### config.mk
export PLATFORM = sky130hd
export DESIGN_NAME = imem_loader
export DESIGN_NICKNAME = d
export VERILOG_FILES = /design/src/rtl/imem_loader.sv
export SDC_FILE = /design/constraint.sdc
export NUM_CORES = 1
export LEC_CHECK = 0
export CAP_MARGIN = 20
export CORE_MARGIN = 4
export CORE_UTILIZATION = 45
export CTS_CLUSTER_SIZE = 16
export DETAILED_ROUTE_END_ITERATION = 16
export PLACE_DENSITY_LB_ADDON = 0.08
export SETUP_SLACK_MARGIN = 0.2
export SYNTH_ARGS = -nofsm -noshare
export SYNTH_HDL_FRONTEND = slang
export SYNTH_SLANG_ARGS = --single-unit
### constraint.sdc
create_clock -name i_clk -period 2.8 [get_ports i_clk]
set_clock_uncertainty 0.1 [all_clocks]
set_input_delay 0.42 -clock i_clk [delete_from_list [all_inputs] [get_ports i_clk]]
set_output_delay 0.42 -clock i_clk [all_outputs]
set_load 0.01 [all_outputs]
### src/rtl/imem_loader.sv
// Boot-time instruction memory loader: takes a length-prefixed byte stream and
// writes it as little-endian 32-bit words from BASE_ADDR, holding the core in reset meanwhile.
module imem_loader #(
  parameter int unsigned          ADDR_W    = 32,
  parameter logic [ADDR_W-1:0]    BASE_ADDR = '0,
  parameter int unsigned          MAX_WORDS = 1024
) (
  input  logic              i_clk,
  input  logic              i_rst,
  input  logic              i_start,
  input  logic [7:0]        i_byte_data,
  input  logic              i_byte_valid,
  output logic              o_byte_ready,
  output logic              o_wr_en,
  output logic [ADDR_W-1:0] o_wr_addr,
  output logic [31:0]       o_wr_data,
  output logic              o_busy,
  output logic              o_cpu_rst,
  output logic              o_done,
  output logic              o_err
);

  // state   | meaning
  // IDLE    | waiting for i_start
  // LEN     | receiving the 4-byte word count N
  // DATA    | receiving the 4 bytes of the current word
  // WRITE   | one-cycle write strobe for the assembled word
  // DONE    | one-cycle completion pulse
  // ERR     | N exceeded MAX_WORDS; waits for a new i_start
  typedef enum logic [2:0] {
    S_IDLE, S_LEN, S_DATA, S_WRITE, S_DONE, S_ERR
  } state_e;

  state_e            state_q, state_d;
  logic [1:0]        byte_cnt_q, byte_cnt_d;
  logic [31:0]       word_cnt_q, word_cnt_d;
  logic [31:0]       len_q, len_d;
  logic [31:0]       word_q, word_d;
  logic [ADDR_W-1:0] wr_addr_q, wr_addr_d;
  logic [31:0]       wr_data_q, wr_data_d;

  logic              ready;
  logic              fire;
  logic [31:0]       len_full;
  logic [ADDR_W-1:0] addr_now;

  assign ready    = (state_q == S_LEN) || (state_q == S_DATA);
  assign fire     = i_byte_valid && ready;
  assign len_full = {i_byte_data, len_q[23:0]};
  assign addr_now = BASE_ADDR + ADDR_W'({word_cnt_q, 2'b00});

  always_ff @(posedge i_clk) begin
    if (i_rst) begin
      state_q    <= S_IDLE;
      byte_cnt_q <= '0;
      word_cnt_q <= '0;
      len_q      <= '0;
      word_q     <= '0;
      wr_addr_q  <= '0;
      wr_data_q  <= '0;
    end else begin
      state_q    <= state_d;
      byte_cnt_q <= byte_cnt_d;
      word_cnt_q <= word_cnt_d;
      len_q      <= len_d;
      word_q     <= word_d;
      wr_addr_q  <= wr_addr_d;
      wr_data_q  <= wr_data_d;
    end
  end

  always_comb begin
    state_d    = state_q;
    byte_cnt_d = byte_cnt_q;
    word_cnt_d = word_cnt_q;
    len_d      = len_q;
    word_d     = word_q;
    wr_addr_d  = wr_addr_q;
    wr_data_d  = wr_data_q;

    unique case (state_q)
      S_IDLE, S_ERR: begin
        if (i_start) begin
          state_d    = S_LEN;
          byte_cnt_d = '0;
          word_cnt_d = '0;
        end
      end
      S_LEN: begin
        if (fire) begin
          len_d[{byte_cnt_q, 3'b000} +: 8] = i_byte_data;
          byte_cnt_d = byte_cnt_q + 2'd1;
          if (byte_cnt_q == 2'd3) begin
            // Decide on the full count including the byte arriving now.
            if (len_full == 32'd0)                 state_d = S_DONE;
            else if (len_full > 32'(MAX_WORDS))    state_d = S_ERR;
            else                                   state_d = S_DATA;
          end
        end
      end
      S_DATA: begin
        if (fire) begin
          word_d[{byte_cnt_q, 3'b000} +: 8] = i_byte_data;
          byte_cnt_d = byte_cnt_q + 2'd1;
          if (byte_cnt_q == 2'd3) state_d = S_WRITE;
        end
      end
      S_WRITE: begin
        wr_addr_d  = addr_now;
        wr_data_d  = word_q;
        word_cnt_d = word_cnt_q + 32'd1;
        state_d    = (word_cnt_d == len_q) ? S_DONE : S_DATA;
      end
      S_DONE:  state_d = S_IDLE;
      default: state_d = S_IDLE;
    endcase
  end

  assign o_byte_ready = ready;
  assign o_wr_en      = (state_q == S_WRITE);
  assign o_wr_addr    = o_wr_en ? addr_now : wr_addr_q;
  assign o_wr_data    = o_wr_en ? word_q   : wr_data_q;
  assign o_busy       = ready || o_wr_en;
  assign o_cpu_rst    = o_busy;
  assign o_done       = (state_q == S_DONE);
  assign o_err        = (state_q == S_ERR);

endmodule
After elaboration in Yosys (flattened, before gate mapping)
Index checks and enable logic that the tools add are counted.
{ "op_classes": {"n_addsub": 3, "shift": 2, "mux": 18, "n_eq_ne": 13, "magnitude_cmp": 1, "n_reduce_logical": 14} }
{ "op_table": {"columns": ["op", "n"], "rows": [
  ["32-bit two-way mux", 3],
  ["32-bit bitwise mux", 2],
  ["32-bit one-hot mux with 2 select lines", 1],
  ["32-bit by 1-bit adder with 32-bit output (second input constant)", 1],
  ["32-bit == test", 1],
  ["32-bit by 11-bit greater-than comparator with 1-bit output (second input constant)", 1],
  ["32-bit logical NOT", 1],
  ["8-bit by 7-bit variable shift with 32-bit output (first input constant)", 1],
  ["8-bit by 7-bit indexed part select with 32-bit output", 1],
  ["3-bit two-way mux", 8],
  ["3-bit one-hot mux with 4 select lines", 1],
  ["5-bit negator with 7-bit output", 1],
  ["3-bit by 2-bit == test with 1-bit output (second input constant)", 2],
  ["3-bit == test (second input constant)", 2],
  ["2-bit by 1-bit inequality test with 1-bit output (second input constant)", 3],
  ["2-bit inequality test (second input constant)", 3],
  ["2-bit AND reduction", 3],
  ["5-bit AND reduction", 1],
  ["2-bit two-way mux", 2],
  ["2-bit one-hot mux with 2 select lines", 1],
  ["2-bit nonzero test", 2],
  ["2-bit OR reduction", 2],
  ["3-bit by 1-bit == test with 1-bit output (second input constant)", 1],
  ["3-bit logical NOT", 1],
  ["other kinds (5)", 6]
]} }
{ "totals": {"in_bits": 12, "reg_bits": 165} }

Depth between registers and ports, before layout
{ "depth": {"word_depth": 6, "depth_mapped": 10, "ltp_nobuf": 9} }

Worst setup path before layout
No wires, ideal clock.
{ "synth_timing": {"kind": "reg-to-reg", "from": "register word_cnt_q[1]", "to": "register state_q[2]", "n_path_buf": 1, "synth_period_minus_slack_ps": 3067, "setup_slack_ps": -267, "path_stages_with_launch": 11, "arrival_ps": 2896, "cell_sequence": "dfxtp_1 > ha_1 > nand3_1 > or4_1 > buf_6 > nor4_1 > xnor2_1 > o211a_1 > nand4_1 > or4_1 > a21oi_1"} }
{ "synth_via": {"elab_chain_len": 4} }
{ "synth_lines": {"columns": ["item", "line_no", "rtl"], "rows": [
  ["start: declaration", "36", "logic [31:0] word_cnt_q, word_cnt_d;"],
  ["start signal: assignment", "64", "word_cnt_q <= word_cnt_d;"],
  ["32-bit by 1-bit adder with 32-bit output", "111", "word_cnt_d = word_cnt_q + 32'd1;"],
  ["32-bit == test", "112", "state_d = (word_cnt_d == len_q) ? S_DONE : S_DATA;"],
  ["3-bit two-way mux", "112", null],
  ["3-bit one-hot mux with 4 select lines", "81", "unique case (state_q)"],
  ["end signal: assignment", "62", "state_q <= state_d;"],
  ["end: declaration", "34", "state_e state_q, state_d;"]
]} }
No other way between the ends.
A chain may end at the register's enable or synchronous reset.

Worst setup path after layout
Same ends and word-level chain as after synthesis.

==> flow_metrics.tcl <==
set metrics [dict create \
    n_antenna_cell 0 \
    core_area_sq_um 17400 \
    nNetsFinal 1268 \
    pin_count 82 \
    yosysWarnings 0 \
    final_cells 1487 \
    grt_overflow 0 \
    grt_pass1_vias 7849 \
    ys_types 60 \
    synth.most_common_cell "nand2_1" \
    synth_area_per_cell_sq_um 7.22 \
    rsz0062_at_grt "true" \
    place_congestion 0.924 \
    synth_cells 1109 \
    fmax_mhz 350 \
    fin_crit_ps 2850 \
    synth.ff_latch_count 165 \
    leakage_nw 4.56 \
    reg2reg_to "state_q[2]" \
    clock_sinks 165 \
    violations "setup timing" \
    vias_per_cell 5.52 \
    syn_to_final_growth_pct 32.0 \
    layout-drive-gt1-share 0.187 \
    post_drt_wl_per_cell_um 17.6 \
    cts_made_buffers 17 \
    ys_top_cells_by_area "dfxtp_1 41%, nand2_1 11%, a21oi_1 11%, nor2_1 8.2%, xnor2_1 3.3%" \
    synthTopCellsByCount "244 x nand2_1, 175 x nor2_1, 174 x a21oi_1" \
    hpwl_um 16500 \
    yosysTopAreaCellShare 0.413 \
    die_x_um 141 \
    synth_top_area_cell "dfxtp_1" \
    cts_root_buffer "clkbuf_16" \
    worst_slew_pin_slew_ps 545 \
    endpoint "state_q[2]" \
    ys_seq_area_frac 0.413 \
    reg2regPathDepth 10 \
    start_kind "flip-flop" \
    clockBufferDepth 2 \
    cp-startpoint "word_cnt_q[1]" \
    syn_area_sq_um 8010 \
    period_share 1.02 \
    hp-class "primary input to flip-flop" \
    crit_arrival_ps 3120 \
    path_class "flip-flop to flip-flop" \
    maxSlewHeadroom 0.636 \
    grt_use_total 0.255 \
    place_area_sq_um 9640 \
    outcome "complete, but fails checks" \
    drtIter0Drc 735 \
    powerDensity_nw_per_um2 476 \
    routed_wl_um 26200 \
    critical_path_required_ps 3070 \
    cts_tree "done" \
    port-buffer-count 81 \
    path_max_fanout 7 \
    finalSetupViolations 2 \
    worstSkewPairLatency_ps 430 \
    worst_slack_ps -54.3 \
    async_reset_ff_frac 0 \
    antenna_found_initial 0 \
    route.detailed.drc 0 \
    rows 48 \
    r2r-start "word_cnt_q[1]" \
    ys.flop_type "dfxtp_1" \
    end_kind "flip-flop" \
    ir_drop_v 0.000463 \
    synth_nets 1128 \
    hold_viol 0 \
    nFillCells 1649 \
    drv_cap 0 \
    design_area_sq_um 10600 \
    first_pass_iters 5 \
    grt_max_degree 66 \
    ant_nets 0 \
    die_y_um 141 \
    grt_pass1_wl_um 40800 \
    die_area_sq_um 20000 \
    place_inst 1434 \
    htreeDepth 4 \
    path_clk_slew_ps 70 \
    dp_slack_ps -6.06 \
    synth-edff-count 0 \
    maxSlewViolCount 0 \
    r2r_slack_ps -50 \
    initial_core_util 0.461 \
    vias 8208 \
]
-- how the worst min path moves through the flow --
| stage | start | end | cells after the start |
|---|---|---|---|
| floorplan | wr_addr_q[10] | wr_addr_q[10] | 2 |
| global placement | wr_addr_q[10] | wr_addr_q[10] | 2 |
| detailed placement | wr_addr_q[10] | wr_addr_q[10] | 2 |
| CTS | i_rst | wr_addr_q[31] | 2 |
| global route | i_rst | word_cnt_q[0] | 2 |
| finish | i_rst | wr_addr_q[1] | 2 |
-- metrics by stage --
step                utilization  hold slack (ps)  TNS [ps]  total power (W)
finish                    0.609              332     -89.8          0.00503
floorplan                     -              344         0          0.00261
CTS                       0.604              317         0          0.00505
detailed placement        0.556              356     -6.06          0.00275
global placement          0.556              350         0          0.00275
global route              0.609              338      -280          0.00518
-- power breakdown --
part / internal (W) / switching, W
clock: 0.00129 / 0.00103
combinational: 0.000126 / 0.000205
sequential: 0.00236 / 0.0000196
total: 0.00377 / 0.00126
-- final cells by class --
class                           count  area, sq um  share of cell area
Clock buffer                       20          457              0.0432
Tap cell                          225          282              0.0266
Inverter                           11         48.8             0.00462
Timing Repair Buffer              198         1810               0.171
Sequential cell                   165         3310               0.313
Clock inverter                     12          120              0.0114
Multi-Input combinational cell    856         4540               0.429
-- repair_timing --
| item | in CTS | in global routing |
|---|---|---|
| hold buffers | 0 | 0 |
| gates cloned | 7 | 2 |
| gates resized for setup | 94 | 89 |
| setup endpoints to repair | 67 | 64 |
| buffers inserted | 8 | 4 |
| pin swaps | 4 | 3 |
-- cell usage in the layout (no fill, tap or decap), types with 7 or more instances in the layout --
cell               n
a21oi_1          172
and2_1             7
and3_1            12
buf_4             99
clkbuf_16         18
clkbuf_2          26
clkdlybuf4s50_1   15
dfxtp_1          158
dfxtp_2            7
dlygate4sd2_1     29
inv_1              8
nand2_1          231
nand2_2           13
nand3_1           14
nand3b_1          12
nand4_1            9
nor2_1           175
nor3_1            13
nor4_1            12
o21ai_0           28
or3_1              8
xnor2_1           30
xor2_1            12
-- registers in the layout, summed over array words and instances (netlist names) --
signal      flops
len_q          32
byte_cnt_q      2
state_q         3
word_q         32
word_cnt_q     32
wr_addr_q      32
wr_data_q      32
-- worst max-delay path, cell delays in order, from the launching register on --
cell     delay (ps)
dfxtp_2         350
ha_4            160
nand3_4          80
or4_4           430
buf_8           170
or3_4           380
xnor2_1         130
a41oi_1         160
nand3_1         130
or4_1           560
a21oi_2         130
-- cell families (layout without fill, tap and decap cells) --
kind of cell | after synthesis | in the layout | synth area share
adders and majority gates | 7 | 7 | 0.0109
muxes | 7 | 7 | 0.00922
and+or+nand+nor | 558 | 558 | 0.315
buffers and inverters | 88 | 241 | 0.0442
xor gates and xnor gates | 42 | 42 | 0.0460
AOI/OAI and AO/OA | 242 | 242 | 0.162
DFF | 165 | 165 | 0.413
-- per-layer routing --
metal | vias up | track usage | routed length (um)
met5 | - | 0 | 0
met4 | 0 | 0.109 | 795
met3 | 62 | 0.0435 | 1440
met2 | 240 | 0.422 | 12500
met1 | 3890 | 0.330 | 11500
li1 | 4016 | - | -
Power figures use the tool's default switching activity.
